$ cat config.mk
export PLATFORM = sky130hd
export DESIGN_NAME = uart_rx_fifo
export DESIGN_NICKNAME = d
export VERILOG_FILES = /design/src/rtl/uart_rx_fifo_pkg.sv /design/src/rtl/uart_rx_fifo_byte_fifo.sv /design/src/rtl/uart_rx_fifo.sv
export SDC_FILE = /design/constraint.sdc
export NUM_CORES = 1
export LEC_CHECK = 0
export ABC_AREA = 1
export CAP_MARGIN = 20
export CORE_ASPECT_RATIO = 0.6
export CORE_UTILIZATION = 45
export DETAILED_ROUTE_END_ITERATION = 10
export DONT_BUFFER_PORTS = 1
export PLACE_DENSITY = 0.63
export SLEW_MARGIN = 5
export SYNTH_ARGS = -nofsm -noshare
export SYNTH_HDL_FRONTEND = slang
export SYNTH_HIERARCHICAL = 1
export SYNTH_SLANG_ARGS = --single-unit
$ cat constraint.sdc
create_clock -name clk -period 2.1 [get_ports clk]
set_input_delay 0.105 -clock clk [delete_from_list [all_inputs] [get_ports clk]]
set_output_delay 0.105 -clock clk [all_outputs]
set_load 0.005 [all_outputs]
$ cat src/rtl/uart_rx_fifo_pkg.sv
// Shared types and constants for the uart_rx_fifo receiver.
package uart_rx_fifo_pkg;

    localparam int UART_CLKS_115200_25MHZ = 217;
    localparam int CNT_W                  = 16;

    typedef enum logic [2:0] {
        IDLE,
        START,
        DATA,
        STOP,
        WAIT_HIGH
    } rx_state_t;

endpackage

$ cat src/rtl/uart_rx_fifo_byte_fifo.sv
// rx_byte_fifo: circular byte store with wrap-bit pointers; DEPTH must be a power of two (1 allowed).
module rx_byte_fifo #(
    parameter int DEPTH = 4
) (
    input  logic       clk,
    input  logic       rst_n,
    input  logic       push,
    input  logic [7:0] push_data,
    input  logic       pop,
    output logic [7:0] pop_data,
    output logic       full,
    output logic       empty
);

    localparam int AW = (DEPTH > 1) ? $clog2(DEPTH) : 1;
    localparam int PW = $clog2(DEPTH) + 1;
    localparam logic [PW-1:0] WRAP = PW'(1) << (PW - 1);

    logic [7:0]    mem_q [DEPTH];
    logic [PW-1:0] wr_ptr_q, wr_ptr_d;
    logic [PW-1:0] rd_ptr_q, rd_ptr_d;
    logic [AW-1:0] wr_idx, rd_idx;
    logic          wr_en, rd_en;

    if (DEPTH > 1) begin : g_idx
        assign wr_idx = wr_ptr_q[AW-1:0];
        assign rd_idx = rd_ptr_q[AW-1:0];
    end else begin : g_idx_single
        assign wr_idx = '0;
        assign rd_idx = '0;
    end

    // Pointers differ only in the wrap bit when every slot holds data.
    assign empty    = (wr_ptr_q == rd_ptr_q);
    assign full     = ((wr_ptr_q ^ rd_ptr_q) == WRAP);
    assign rd_en    = pop && !empty;
    assign wr_en    = push && (!full || rd_en);
    assign pop_data = empty ? 8'h00 : mem_q[rd_idx];

    // NOTE: every always_comb output gets a default first so no path can infer a latch.
    always_comb begin
        wr_ptr_d = wr_ptr_q;
        rd_ptr_d = rd_ptr_q;
        if (wr_en) wr_ptr_d = wr_ptr_q + PW'(1);
        if (rd_en) rd_ptr_d = rd_ptr_q + PW'(1);
    end

    // NOTE: sequential state uses non-blocking assignments so all flops update from pre-edge values.
    always_ff @(posedge clk or negedge rst_n) begin
        if (!rst_n) begin
            wr_ptr_q <= '0;
            rd_ptr_q <= '0;
        end else begin
            wr_ptr_q <= wr_ptr_d;
            rd_ptr_q <= rd_ptr_d;
        end
    end

    // NOTE: storage is not reset; empty pointers plus the pop_data mask hide stale contents.
    always_ff @(posedge clk) begin
        if (wr_en) mem_q[wr_idx] <= push_data;
    end

endmodule

$ cat src/rtl/uart_rx_fifo.sv
// uart_rx_fifo: 8N1 UART receiver with sticky error flags. Define UART_RX_FIFO_EN for a
// FIFO_DEPTH-entry receive FIFO; otherwise a single holding register stores the byte.
module uart_rx_fifo
    import uart_rx_fifo_pkg::*;
#(
    parameter int CLKS_PER_BIT = UART_CLKS_115200_25MHZ,
    parameter int FIFO_DEPTH   = 4
) (
    input  logic       clk,
    input  logic       rst_n,
    input  logic       rxd,
    output logic       rd_valid,
    output logic [7:0] rd_data,
    input  logic       rd_ready,
    output logic       framing_err,
    output logic       overrun,
    input  logic       clr_err,
    output logic       busy
);

    if (CLKS_PER_BIT < 16 || CLKS_PER_BIT > 65535) begin : g_bad_cpb
        $error("uart_rx_fifo: CLKS_PER_BIT must be within 16..65535");
    end
    if (FIFO_DEPTH < 1 || (FIFO_DEPTH & (FIFO_DEPTH - 1)) != 0) begin : g_bad_depth
        $error("uart_rx_fifo: FIFO_DEPTH must be a power of two");
    end

`ifdef UART_RX_FIFO_EN
    localparam int STORE_DEPTH = FIFO_DEPTH;
`else
    localparam int STORE_DEPTH = 1;
`endif

    localparam logic [CNT_W-1:0] HALF_BIT = CNT_W'(CLKS_PER_BIT / 2 - 1);
    localparam logic [CNT_W-1:0] FULL_BIT = CNT_W'(CLKS_PER_BIT - 1);

    logic [1:0]       sync_q, sync_d;
    logic             rx_prev_q, rx_prev_d;
    logic             rx_s, rx_fall;
    rx_state_t        state_q, state_d;
    logic [CNT_W-1:0] cnt_q, cnt_d;
    logic [2:0]       bit_idx_q, bit_idx_d;
    logic [7:0]       shift_q, shift_d;
    logic             framing_err_q, framing_err_d;
    logic             overrun_q, overrun_d;
    logic             push, set_framing, set_overrun, pop;
    logic             fifo_full, fifo_empty;

    assign rx_s    = sync_q[1];
    assign rx_fall = rx_prev_q && !rx_s;

    always_ff @(posedge clk or negedge rst_n) begin
        if (!rst_n) begin
            state_q   <= IDLE;
            cnt_q     <= '0;
            bit_idx_q <= '0;
            shift_q   <= '0;
        end else begin
            state_q   <= state_d;
            cnt_q     <= cnt_d;
            bit_idx_q <= bit_idx_d;
            shift_q   <= shift_d;
        end
    end

    always_comb begin
        state_d   = state_q;
        cnt_d     = cnt_q;
        bit_idx_d = bit_idx_q;
        shift_d   = shift_q;
        case (state_q)
            IDLE: begin
                if (rx_fall) begin
                    state_d = START;
                    cnt_d   = HALF_BIT;
                end
            end
            START: begin
                if (cnt_q != '0) begin
                    cnt_d = cnt_q - CNT_W'(1);
                end else if (!rx_s) begin
                    state_d   = DATA;
                    cnt_d     = FULL_BIT;
                    bit_idx_d = '0;
                end else begin
                    state_d = IDLE;
                end
            end
            DATA: begin
                if (cnt_q != '0) begin
                    cnt_d = cnt_q - CNT_W'(1);
                end else begin
                    shift_d[bit_idx_q] = rx_s;
                    cnt_d              = FULL_BIT;
                    if (bit_idx_q == 3'd7) state_d = STOP;
                    else                   bit_idx_d = bit_idx_q + 3'd1;
                end
            end
            STOP: begin
                if (cnt_q != '0) cnt_d = cnt_q - CNT_W'(1);
                else             state_d = rx_s ? IDLE : WAIT_HIGH;
            end
            WAIT_HIGH: begin
                if (rx_s) state_d = IDLE;
            end
            default: state_d = IDLE;
        endcase
    end

    always_comb begin
        busy        = (state_q != IDLE);
        push        = (state_q == STOP) && (cnt_q == '0) && rx_s;
        set_framing = (state_q == STOP) && (cnt_q == '0) && !rx_s;
    end

    // Synchronizer resets high so a released line does not look like a start edge.
    always_ff @(posedge clk or negedge rst_n) begin
        if (!rst_n) begin
            sync_q        <= 2'b11;
            rx_prev_q     <= 1'b1;
            framing_err_q <= 1'b0;
            overrun_q     <= 1'b0;
        end else begin
            sync_q        <= sync_d;
            rx_prev_q     <= rx_prev_d;
            framing_err_q <= framing_err_d;
            overrun_q     <= overrun_d;
        end
    end

    // A same-cycle set wins over clr_err.
    always_comb begin
        sync_d        = {sync_q[0], rxd};
        rx_prev_d     = rx_s;
        pop           = rd_valid && rd_ready;
        set_overrun   = push && fifo_full && !pop;
        framing_err_d = framing_err_q;
        overrun_d     = overrun_q;
        if (clr_err) begin
            framing_err_d = 1'b0;
            overrun_d     = 1'b0;
        end
        if (set_framing) framing_err_d = 1'b1;
        if (set_overrun) overrun_d     = 1'b1;
    end

    rx_byte_fifo #(
        .DEPTH(STORE_DEPTH)
    ) u_fifo (
        .clk      (clk),
        .rst_n    (rst_n),
        .push     (push),
        .push_data(shift_q),
        .pop      (pop),
        .pop_data (rd_data),
        .full     (fifo_full),
        .empty    (fifo_empty)
    );

    assign rd_valid    = !fifo_empty;
    assign framing_err = framing_err_q;
    assign overrun     = overrun_q;

endmodule
After elaboration in Yosys (flattened, before gate mapping)
Memories as Yosys holds them, arrays and structs flattened.
Cells that the tools add are included.
{"block": "word_totals", "regBits": 37, "ramBits": 8, "in_bits": 5, "elab_cells": 91, "n_memories": 1}
{"block": "classes", "add_sub_neg": 4, "order_cmp": 2, "n_eq_ne": 16, "n_mux": 29, "n_bitwise": 2, "reduce_logical": 27}
{"name": "u_fifo.mem_q", "depth": 1, "width": 8, "rd": 1, "rd_ports_with_merged_regs": 0, "wr": 1, "line_no": "uart_rx_fifo_byte_fifo.sv:19", "source": "logic [7:0] mem_q [DEPTH];"}
{"operator": "16-bit 2-to-1 mux", "n": 5}
{"operator": "16-bit case mux with 4 select lines", "n": 1}
{"operator": "3-bit 2-to-1 mux", "n": 11}
{"operator": "2-bit != test (second input constant)", "n": 9}
{"operator": "16-bit zero test", "n": 1}
{"operator": "16-bit nonzero test", "n": 1}
{"operator": "16-bit by 1-bit subtractor with 16-bit output (second input constant)", "n": 1}
{"operator": "3-bit case mux with 5 select lines", "n": 1}
{"operator": "1-bit logical AND", "n": 10}
{"operator": "8-bit bitwise mux", "n": 1}
{"operator": "8-bit 2-to-1 mux", "n": 1}
{"operator": "3-bit by 2-bit == test with 1-bit output (second input constant)", "n": 2}
{"operator": "3-bit == test (second input constant)", "n": 2}
{"operator": "1-bit 2-to-1 mux", "n": 6}
{"operator": "3-bit case mux with 2 select lines", "n": 1}
{"operator": "6-bit AND reduction", "n": 1}
{"operator": "2-bit nonzero test", "n": 3}
{"operator": "5-bit AND reduction", "n": 1}
{"operator": "1-bit zero test", "n": 4}
{"operator": "3-bit by 4-bit < comparator with 1-bit output (second input constant)", "n": 1}
{"operator": "4-bit AND reduction", "n": 1}
{"operator": "4-bit nonzero test", "n": 1}
{"operator": "3-bit by 1-bit adder with 3-bit output (second input constant)", "n": 1}
{"operator": "1-bit demux with 3-bit select", "n": 1}
{"operator": "other kinds (12)", "n": 13}

Depth between registers and ports, before layout
{"block": "logic_depth", "word_depth": 8, "mapped_depth": 10, "ltp_nobuf": 10}

Modules after synthesis
The synthesis kept the hierarchy.
{"mod": "uart_rx_fifo", "n_inst": 1, "cells_per_inst": 295, "area_each_um2": 2138.3, "seq_area_each_um2": 879.6}
{"mod": "rx_byte_fifo", "n_inst": 1, "cells_per_inst": 41, "area_each_um2": 420.4, "seq_area_each_um2": 290.3}

Least setup slack after synthesis
No wires, ideal clock.
{"block": "synth_path", "path_type": "flip-flop to flip-flop", "start": "register cnt_q[0]", "end": "memory u_fifo.mem_q[0][0], enable pin", "setup_ns": 0.324, "t_arrival_ns": 1.531, "required_ns": 1.776, "setup_slack_ns": 0.245, "stages_incl_launch_ff": 9, "synth_period_minus_slack_ns": 1.855, "path_cell_list": "dfrtp_1 > inv_1 > ha_1 > nand3_1 > nor2_2 > nand2_1 > nor3_2 > nand2_1 > inv_1"}
{"block": "synth_via", "elab_chain_len": 6}
{"item": "from (decl)", "line_no": "uart_rx_fifo.sv:41", "source": "logic [CNT_W-1:0] cnt_q, cnt_d;"}
{"item": "from (signal assigned)", "line_no": "uart_rx_fifo.sv:60", "source": "cnt_q <= cnt_d;"}
{"item": "16-bit zero test", "line_no": "uart_rx_fifo.sv:112", "source": "push = (state_q == STOP) && (cnt_q == '0) && rx_s;"}
{"item": "1-bit logical AND (2 in series)", "line_no": "uart_rx_fifo.sv:112"}
{"item": "via push", "line_no": "uart_rx_fifo.sv:46", "source": "logic push, set_framing, set_overrun, pop;"}
{"item": "1-bit logical AND", "line_no": "uart_rx_fifo_byte_fifo.sv:37", "source": "assign wr_en = push && (!full || rd_en);"}
{"item": "via u_fifo.wr_en", "line_no": "uart_rx_fifo_byte_fifo.sv:23", "source": "logic wr_en, rd_en;"}
{"item": "1-bit 2-to-1 mux", "line_no": "uart_rx_fifo_byte_fifo.sv:61", "source": "if (wr_en) mem_q[wr_idx] <= push_data;"}
{"item": "1-bit 2-to-1 mux (not written as such)", "line_no": "uart_rx_fifo_byte_fifo.sv:61"}
{"item": "to (decl)", "line_no": "uart_rx_fifo_byte_fifo.sv:19"}
The timed path passes the listed nets, and every way through them passes these cells.

Worst setup path in the final report
Same ends and word-level chain as after synthesis.

==> results.ini <==
[cts]
cts_setup_buffers = 0
cts_tree = built
cts_buffer_depth = 2
cts_htree_levels = 2
insertion_delay_ns = 0.30
cts_root_buf = clkbuf_8
clkSinkCount = 45
cts.reportedPaths.clkPinSlew_ns = 0.08
cts_buffers = 5

[run_status]
outcome = finished, final reports clean

[power_and_ir_drop]
power_mw = 2.76
p_leak_nw = 1.47
peakVddDrop_mv = 0.555
powerDensity_nw_per_um2 = 971

[die]
dieArea_um2 = 6000
die_y_um = 60.4
ios = 17
fp.dieW_um = 99.4
initial_core_util_pct = 48.7
rows = 20
core_area_um2 = 5260

[detailed_routing]
ant_nets = 0
drc = 0
drt_iter0_markers = 176
drt-total-wl_mm = 5.64
vias = 2090
drt_first_pass_iters = 6
wire_per_inst_um = 13.4
vias_per_cell = 4.98

[timing]
hold-worst-slack_ns = 0.0543
max_freq_mhz = 524
slew_headroom_pct = 71.6
setup_slack_ns = 0.191
tns_ns = 0
slew_viol_final = 0
rsz0062_at_grt = false
tightest_slew_ns = 0.424
finalHoldViolCount = 0
finalSetupViolations = 0
fin_skew_ns = 0.00673
fin_crit_sh_pct = 90.9
period_needed_ns = 1.91

[layout]
fill_cells = 507
final_cells = 420
syn2layout_area_growth_pct = 11.3
final_core_util_pct = 54.2
final_nets = 362
drive_gt1_share_pct = 14.4
finalInstanceArea_um2 = 2850
diodes = 0

[logic_synthesis]
ys_seq_elements = 45
ys_types = 30
syn_area_um2 = 2560
syn_avg_cell_area_um2 = 7.62
syn_inst = 336
ys_seq_area_share_pct = 45.7
syn_nets = 345
yosys_warnings = 6

[critical_path]
critical_path_required_ns = 2.10
path_max_fanout = 8
cp.arrival_ns = 1.91
path_class = register to register
cp-end-kind = register
cp-start-kind = register

[placed_design]
dp_cells = 408
gp_congestion = 0.984
dp_hpwl_mm = 4.37
portBuffers = 0
place_area_um2 = 2690
place_ws_ns = 0.0797

[global_routing]
antenna_found_initial = 0
track_usage_pct = 21.1
grt_max_degree = 38
grt_pass1_vias = 1865
grt_pass1_wl_mm = 9.34
gr-total-overflow = 0

[hold_path]
min_path_type = primary input to register

[flow_run]
maxCapViolCount = 0

## where the power goes
group	internal, mW	switching, mW
registers	0.966	0.0874
logic	0.324	0.745
clock network	0.352	0.290
total	1.64	1.12
## routing by layer
metal | GRT usage, % | vias to the layer above | part of all wire [%]
met4 | 5.88 | 0 | 1.0
met2 | 25.0 | 65 | 33
met1 | 35.1 | 925 | 58
met3 | 5.88 | 8 | 8.0
li1 | - | 1092 | -
met5 | 0 | - | 0
## worst max-delay path, stage by stage, from the launching register on
cell	delay [ns]
dfrtp_1	0.39
inv_1	0.14
ha_2	0.23
nand3_1	0.09
nor2_2	0.21
nand2_1	0.12
nor3_2	0.14
nand2_1	0.11
clkinvlp_4	0.18
## synth_stat cells
cell / instances / area share [%]
nand3_1: 30 / 5.9
nand3_4: 1 / 0.68
inv_2: 4 / 0.59
nand2_4: 3 / 1.3
nand3_2: 1 / 0.39
edfxtp_1: 8 / 9.4
buf_2: 1 / 0.20
dfstp_2: 3 / 3.1
or2_1: 1 / 0.24
inv_1: 54 / 7.9
nand2_1: 89 / 13
nor2_1: 39 / 5.7
ha_1: 4 / 2.0
a21oi_2: 1 / 0.34
inv_4: 2 / 0.49
a22oi_2: 2 / 0.98
nor2_4: 2 / 0.88
o21ai_1: 7 / 1.4
buf_6: 1 / 0.44
a21oi_1: 2 / 0.39
nor3_2: 3 / 1.2
nand2_2: 1 / 0.24
dfrtp_1: 34 / 33
buf_4: 1 / 0.29
xor2_1: 1 / 0.34
nor3_1: 3 / 0.59
a21oi_4: 1 / 0.64
o21ai_0: 18 / 3.5
nor2_2: 9 / 2.2
nand4_1: 10 / 2.4
## worst paths after layout
kind	from	end	slack, ns	cells past startpoint
max	cnt_q[0]$_DFFE_PN0P_	u_fifo/mem_q[0][0]$_DFFE_PP_	0.19	8
min	rd_ready	overrun$_DFFE_PN0P_	0.05	3
max reg2reg	cnt_q[0]$_DFFE_PN0P_	u_fifo/mem_q[0][0]$_DFFE_PP_	0.19	8
min reg2reg	sync_q[0]$_DFF_PN1_	sync_q[1]$_DFF_PN1_	0.36	0
max in group asynchronous	rst_n	sync_q[0]$_DFF_PN1_	1.57	2
min in group asynchronous	rst_n	bit_idx_q[0]$_DFFE_PN0P_	0.27	2
## state kept, by name, indices dropped and copies added, names as in the netlist
register	cells
bit_idx_q	3
cnt_q	16
framing_err	1
overrun	1
rx_prev_q	1
shift_q	8
state_q	3
sync_q	2
u_fifo/mem_q	8
u_fifo/rd_ptr_q	1
u_fifo/wr_ptr_q	1
## cells by family after synthesis
family	synth area share (%)
buf+inv	9.93
compound gates	7.24
simple gates	34.8
fa+ha+maj	1.96
xor+xnor	0.342
flops	45.7
## layout make-up
type                       instances  area [um2]  area share, %
clock buffer                       6        72.6           2.55
clock inverter                     2        33.8           1.19
timing repair buffer              13         118           4.13
inverter                          60         234           8.22
tap                               66        82.6           2.90
multi-input combinational        228        1140           39.9
sequential                        45        1170           41.1
## what timing repair did
action / 4_1_cts / 5_1_grt
endpoints found under the hold margin: 40 / 0
resized for setup: 0 / 2
setup endpoints to repair: 0 / 8
hold buffers: 4 / 0
## cell usage in the layout (no fill, tap or decap)
master,netlist,final
a21oi_1,2,2
a21oi_2,1,1
a21oi_4,1,1
a22oi_2,2,2
buf_12,0,1
buf_4,1,9
bufinv_16,0,1
clkbuf_1,0,1
clkbuf_8,0,5
clkinv_1,0,1
clkinvlp_4,0,1
dfrtp_1,34,34
dfstp_2,3,3
dlygate4sd3_1,0,3
edfxtp_1,8,8
ha_1,4,3
ha_2,0,1
inv_1,54,53
inv_2,4,4
inv_4,2,2
nand2_1,89,89
nand2_2,1,1
nand2_4,3,3
nand3_1,30,30
nand3_2,1,1
nand3_4,1,1
nand4_1,10,10
nor2_1,39,39
nor2_2,9,9
nor2_4,2,2
nor3_1,3,3
nor3_2,3,3
o21ai_0,18,18
o21ai_1,7,7
or2_1,1,1
xor2_1,1,1
Note: power is estimated with default switching activity, not from simulation.
